**config.mk**
```make
export PLATFORM = sky130hd
export DESIGN_NAME = fetch_unit
export DESIGN_NICKNAME = d
export VERILOG_FILES = /design/src/rtl/fetch_unit.sv
export SDC_FILE = /design/constraint.sdc
export NUM_CORES = 1
export LEC_CHECK = 0
export BUFFER_PORTS_ARGS = -buffer_cell sky130_fd_sc_hd__buf_4
export CAP_MARGIN = 15
export CORE_ASPECT_RATIO = 1.5
export CORE_MARGIN = 8
export CORE_UTILIZATION = 54
export DETAILED_ROUTE_END_ITERATION = 10
export PLACE_DENSITY = 0.91
export SYNTH_ARGS = -nofsm -noshare
export SYNTH_HDL_FRONTEND = slang
export SYNTH_SLANG_ARGS = --single-unit
export TNS_END_PERCENT = 10
```
**constraint.sdc**
```tcl
create_clock -name clk -period 7.2 [get_ports clk]
set_clock_uncertainty 0.15 [all_clocks]
set_input_delay 1.08 -clock clk [delete_from_list [all_inputs] [get_ports clk]]
set_output_delay 1.08 -clock clk [all_outputs]
set_load 0.05 [all_outputs]
```
**src/rtl/fetch_unit.sv**
```systemverilog
// Instruction fetch stage: owns the PC, drives the synchronous instruction ROM and
// hands each fetched instruction to the decoder, redirecting on taken branches with no bubble.
module fetch_unit #(
   parameter int              PC_W       = 10,
   parameter int              IW         = 9,
   parameter logic [IW-1:0]   HALT_INSTR = 9'h1FF,
   parameter int              CNT_W      = 16
) (
   input  logic               clk,
   input  logic               reset_n,
   input  logic               start,
   input  logic               stall,
   input  logic               branch,
   input  logic [PC_W-1:0]    branch_target,
   output logic [PC_W-1:0]    imem_addr,
   input  logic [IW-1:0]      imem_data,
   output logic [IW-1:0]      instr,
   output logic [PC_W-1:0]    instr_pc,
   output logic               instr_valid,
   output logic               busy,
   output logic               done,
   output logic [CNT_W-1:0]   retired
);

   localparam logic [1:0] IDLE = 2'd0;
   localparam logic [1:0] RUN  = 2'd1;
   localparam logic [1:0] DONE = 2'd2;

   logic [1:0]       state_reg, state_next;
   logic [PC_W-1:0]  pc_reg, pc_next;
   logic [PC_W-1:0]  instr_pc_reg, instr_pc_next;
   logic             valid_reg, valid_next;
   logic             done_reg, done_next;
   logic             busy_reg;
   logic [CNT_W-1:0] retired_reg, retired_next;

   logic running;
   logic halt;
   logic take;

   assign running = (state_reg == RUN);
   assign halt    = valid_reg & (imem_data == HALT_INSTR);
   assign take    = running & valid_reg & branch & ~stall & ~halt;

   // The ROM is addressed one cycle ahead; on stall we re-read instr_pc so imem_data holds.
   always_comb begin
      imem_addr = pc_reg;
      if (!running) begin
         imem_addr = '0;
      end else if (take) begin
         imem_addr = branch_target;
      end else if (stall) begin
         imem_addr = instr_pc_reg;
      end
   end

   always_comb begin
      state_next    = state_reg;
      pc_next       = pc_reg;
      instr_pc_next = instr_pc_reg;
      valid_next    = valid_reg;
      done_next     = done_reg;
      retired_next  = retired_reg;
      case (state_reg)
         IDLE, DONE: begin
            if (start) begin
               state_next    = RUN;
               instr_pc_next = '0;
               pc_next       = {{(PC_W-1){1'b0}}, 1'b1};
               valid_next    = 1'b1;
               done_next     = 1'b0;
               retired_next  = '0;
            end
         end
         RUN: begin
            if (!stall) begin
               // Halt wins over a simultaneous branch request.
               if (halt) begin
                  state_next   = DONE;
                  valid_next   = 1'b0;
                  done_next    = 1'b1;
                  pc_next      = '0;
                  retired_next = retired_reg + 1'b1;
               end else if (take) begin
                  instr_pc_next = branch_target;
                  pc_next       = branch_target + 1'b1;
                  valid_next    = 1'b1;
                  retired_next  = retired_reg + 1'b1;
               end else begin
                  instr_pc_next = pc_reg;
                  pc_next       = pc_reg + 1'b1;
                  valid_next    = 1'b1;
                  if (valid_reg) begin
                     retired_next = retired_reg + 1'b1;
                  end
               end
            end
         end
         default: begin
            state_next = IDLE;
            pc_next    = '0;
            valid_next = 1'b0;
         end
      endcase
   end

   always_ff @(posedge clk or negedge reset_n) begin
      if (!reset_n) begin
         state_reg    <= IDLE;
         pc_reg       <= '0;
         instr_pc_reg <= '0;
         valid_reg    <= 1'b0;
         done_reg     <= 1'b0;
         busy_reg     <= 1'b0;
         retired_reg  <= '0;
      end else begin
         state_reg    <= state_next;
         pc_reg       <= pc_next;
         instr_pc_reg <= instr_pc_next;
         valid_reg    <= valid_next;
         done_reg     <= done_next;
         busy_reg     <= (state_next == RUN);
         retired_reg  <= retired_next;
      end
   end

   assign instr       = imem_data;
   assign instr_pc    = instr_pc_reg;
   assign instr_valid = valid_reg;
   assign busy        = busy_reg;
   assign done        = done_reg;
   assign retired     = retired_reg;

endmodule

```
==> out/results.txt <==
Critical path arrival: 3.04 ns
FFs w/ async S/R, synth: 1.00
Period utilization: 0.593
Routed Antenna Nets: 0
Setup repair after global routing missed its margin: false
Drt total wl: 7.76 mm
Die Height: 102 um
Clock slew at reported path FFs: 0.08 ns
Clk sinks: 41
Fin worst setup slack: 2.93 ns
Initial antenna violation count: 0
Area growth syn-to-layout: 22.9%
Worst-margin pin slew: 0.898 ns
Vias per cell: 6.23
Setup TNS: 0 ns
Vias: 2609
Max cap viols: 0
Register area share after synthesis: 0.382
Final setup fails: 0
Layout cells sized above 1: 0.280
Fmax: 234 MHz
Synth Flop Type: dfrtp_1
Critical path's most frequent cell: buf_4
Seq cells post-synth: 41
VDD IR max: 171 uV
Crit path from: imem_data[3]
Post-layout nets: 378
# port buffers: 71
Net Count, Synth: 320
Crit Path Class: in2out
Largest net degree at the start of global routing: 42
Core Area: 4810 sq um
Max clock buf depth: 2
Post-CTS sizing: 0
Worst path required time: 5.97 ns
DIE WIDTH: 73.6 um
FP Rows: 31
Worst setup EP type: output pin
Crit-path cells: buf_4 -> nand4_1 -> or3_4 -> nand2_1 -> nor2_1 -> a211oi_1 -> buf_4
Syn Inst Count: 294
CTS Hold Buffers Added: 0
FF-to-FF Start: instr_valid$_DFFE_PN0P_
CTS tree: yes
R2r worst-path depth: 10
Top-level port count: 72
Post-synth EDFFs: 0
CP startpoint kind: input port
Maximum fanout along the worst path: 21
Final Max Tran Viols: 0
Post-route DRC: 0
Final Wtd Congestion: 0.977
Max reg flops: 16
Hold WC Path Type: reg2reg
ANT cells: 0
1st-iter DRT viols: 163
H-tree levels: 2
Synth Cell Area: 2690 sq um
Total GRT Usage: 0.213
Post-DP HPWL: 5.55 mm
First-pass GRT wire length: 12.7 mm
P per Cell Area: 264 nW/um^2
Die Area: 7540 sq um
Terminus of the critical flop-to-flop path: pc_reg[6]$_DFFE_PN0P_
Slew Limit Headroom: 0.402
Endpoints failing hold: 0
Worst path max stage delay: 0.52 ns
Starting Density: 0.559
CP Depth: 7
Fillers: 401
Commonest non-fill, non-tap cells in the layout: buf_4, dfrtp_1, nor2_1, nand2_1
Reg2reg setup slack: 3.62 ns
Final worst path period need: 4.27 ns
Routed len/inst: 18.5 um
Post-synth cell types: 55
Clk root buf: clkbuf_8
Status: finished, final reports clean
Buffers plus inverters on the worst setup path: 2
Critical Path End: imem_addr[2]
Clk Latency, worst-skew pair: 0.29 ns
Slowest library cell on the worst path: nand2_1
CTS Buf Count: 5
Setup Buffers After CTS: 0
YS warnings: 0
Leakage: 1.48 nW
Post-synthesis area per instance: 9.15 sq um
Number of global-route vias before repair: 2651
GRT overflow: 0
Most common cell after layout, fill and taps aside: buf_4
Drt first pass iters: 4
Cell family with most CP delay: simple AND/OR/NAND/NOR gates
Place WS: 2.96 ns
-- worst reg2reg max path, delay by kind of cell, from the launching register on --
kind	cells	cell delay (ns)
multiplexers	1	0.30
flip-flops	1	0.51
AND/OR/NAND/NOR	6	2.00
adder cells (fa/ha/maj)	1	0.26
AO/OA/AOI/OAI	2	0.29
-- synthesized netlist by cell type (2+ instances only) --
| cell type | instances | area (sq um) |
|---|---|---|
| a22oi_1 | 3 | 22.5 |
| dfrtp_1 | 41 | 1030 |
| nor3_1 | 8 | 40.0 |
| mux2i_1 | 20 | 200 |
| nand4_1 | 8 | 50.1 |
| nand2_1 | 23 | 86.3 |
| xnor2_1 | 10 | 87.6 |
| and2_1 | 2 | 12.5 |
| nor2_1 | 33 | 124 |
| ha_1 | 2 | 25.0 |
| and3_1 | 7 | 43.8 |
| clkbuf_1 | 9 | 33.8 |
| a21oi_1 | 6 | 30.0 |
| a211oi_1 | 12 | 90.1 |
| buf_4 | 10 | 75.1 |
| or3_1 | 2 | 12.5 |
| o21a_1 | 3 | 22.5 |
| mux2_2 | 2 | 22.5 |
| nand3_1 | 21 | 105 |
| or2_2 | 2 | 12.5 |
| buf_2 | 2 | 10.0 |
| o21ai_0 | 21 | 105 |
| xor2_1 | 10 | 87.6 |
| o2111ai_1 | 2 | 17.5 |
| o211ai_1 | 2 | 15.0 |
| nand2b_1 | 2 | 12.5 |
| inv_1 | 2 | 7.51 |
| o31ai_2 | 2 | 25.0 |
-- through the flow --
step	area, sq um	cells	total power [mW]	utilization	hold WS [ns]
finish	3310	419	0.873	0.687	0.357
global route	3310	419	0.911	0.687	0.413
CTS	3310	419	0.873	0.687	0.361
detailed placement	3190	411	0.681	0.663	0.340
global placement	3190	411	0.673	0.663	0.333
floorplan	2690	294	0.564	-	0.354
-- kinds of logic (layout without fill, tap and decap cells) --
group	after synthesis	after routing	share of synthesized area
and+or+nand+nor	120	120	0.232
buffers and inverters	24	83	0.0512
adders and majority gates	2	2	0.00931
xor gates and xnor gates	20	20	0.0651
muxes	22	22	0.0828
AOI/OAI and AO/OA	65	65	0.178
DFF	41	41	0.382
-- per-layer routing --
metal / track usage / share of wire / vias up
met5: 0 / 0 / -
met4: 0.102 / 0.032 / 0
met3: 0.0491 / 0.077 / 31
met2: 0.378 / 0.53 / 141
met1: 0.229 / 0.36 / 1259
li1: - / - / 1178
-- worst min-delay path by stage --
stage	startpoint	slack, ns	end	cells past startpoint
5_1_grt	instr_pc[0]$_DFFE_PN0P_	0.41	instr_pc[0]$_DFFE_PN0P_	1
2_1_floorplan	pc_reg[0]$_DFFE_PN0P_	0.35	pc_reg[0]$_DFFE_PN0P_	2
3_3_place_gp	done$_DFFE_PN0P_	0.33	done$_DFFE_PN0P_	2
6_report	done$_DFFE_PN0P_	0.36	done$_DFFE_PN0P_	2
3_5_place_dp	done$_DFFE_PN0P_	0.34	done$_DFFE_PN0P_	2
4_1_cts	done$_DFFE_PN0P_	0.36	done$_DFFE_PN0P_	2
-- power by group --
group          internal, mW  total [mW]  switching, mW
Clock                 0.113       0.191         0.0781
Sequential            0.266       0.321         0.0548
Combinational         0.116       0.361          0.245
Total                 0.495       0.873          0.378
-- area by class of cell --
| type | count | area, sq um | share of cell area |
|---|---|---|---|
| repair buffers | 73 | 548 | 0.166 |
| inverters | 2 | 7.51 | 0.00227 |
| clock buffers | 7 | 86.3 | 0.0261 |
| multi-input cells | 229 | 1530 | 0.461 |
| clock inverters | 1 | 30.0 | 0.00908 |
| flip-flops and latches | 41 | 1030 | 0.310 |
| well taps | 66 | 82.6 | 0.0250 |
No activity file was read; power rests on OpenSTA's default activity.
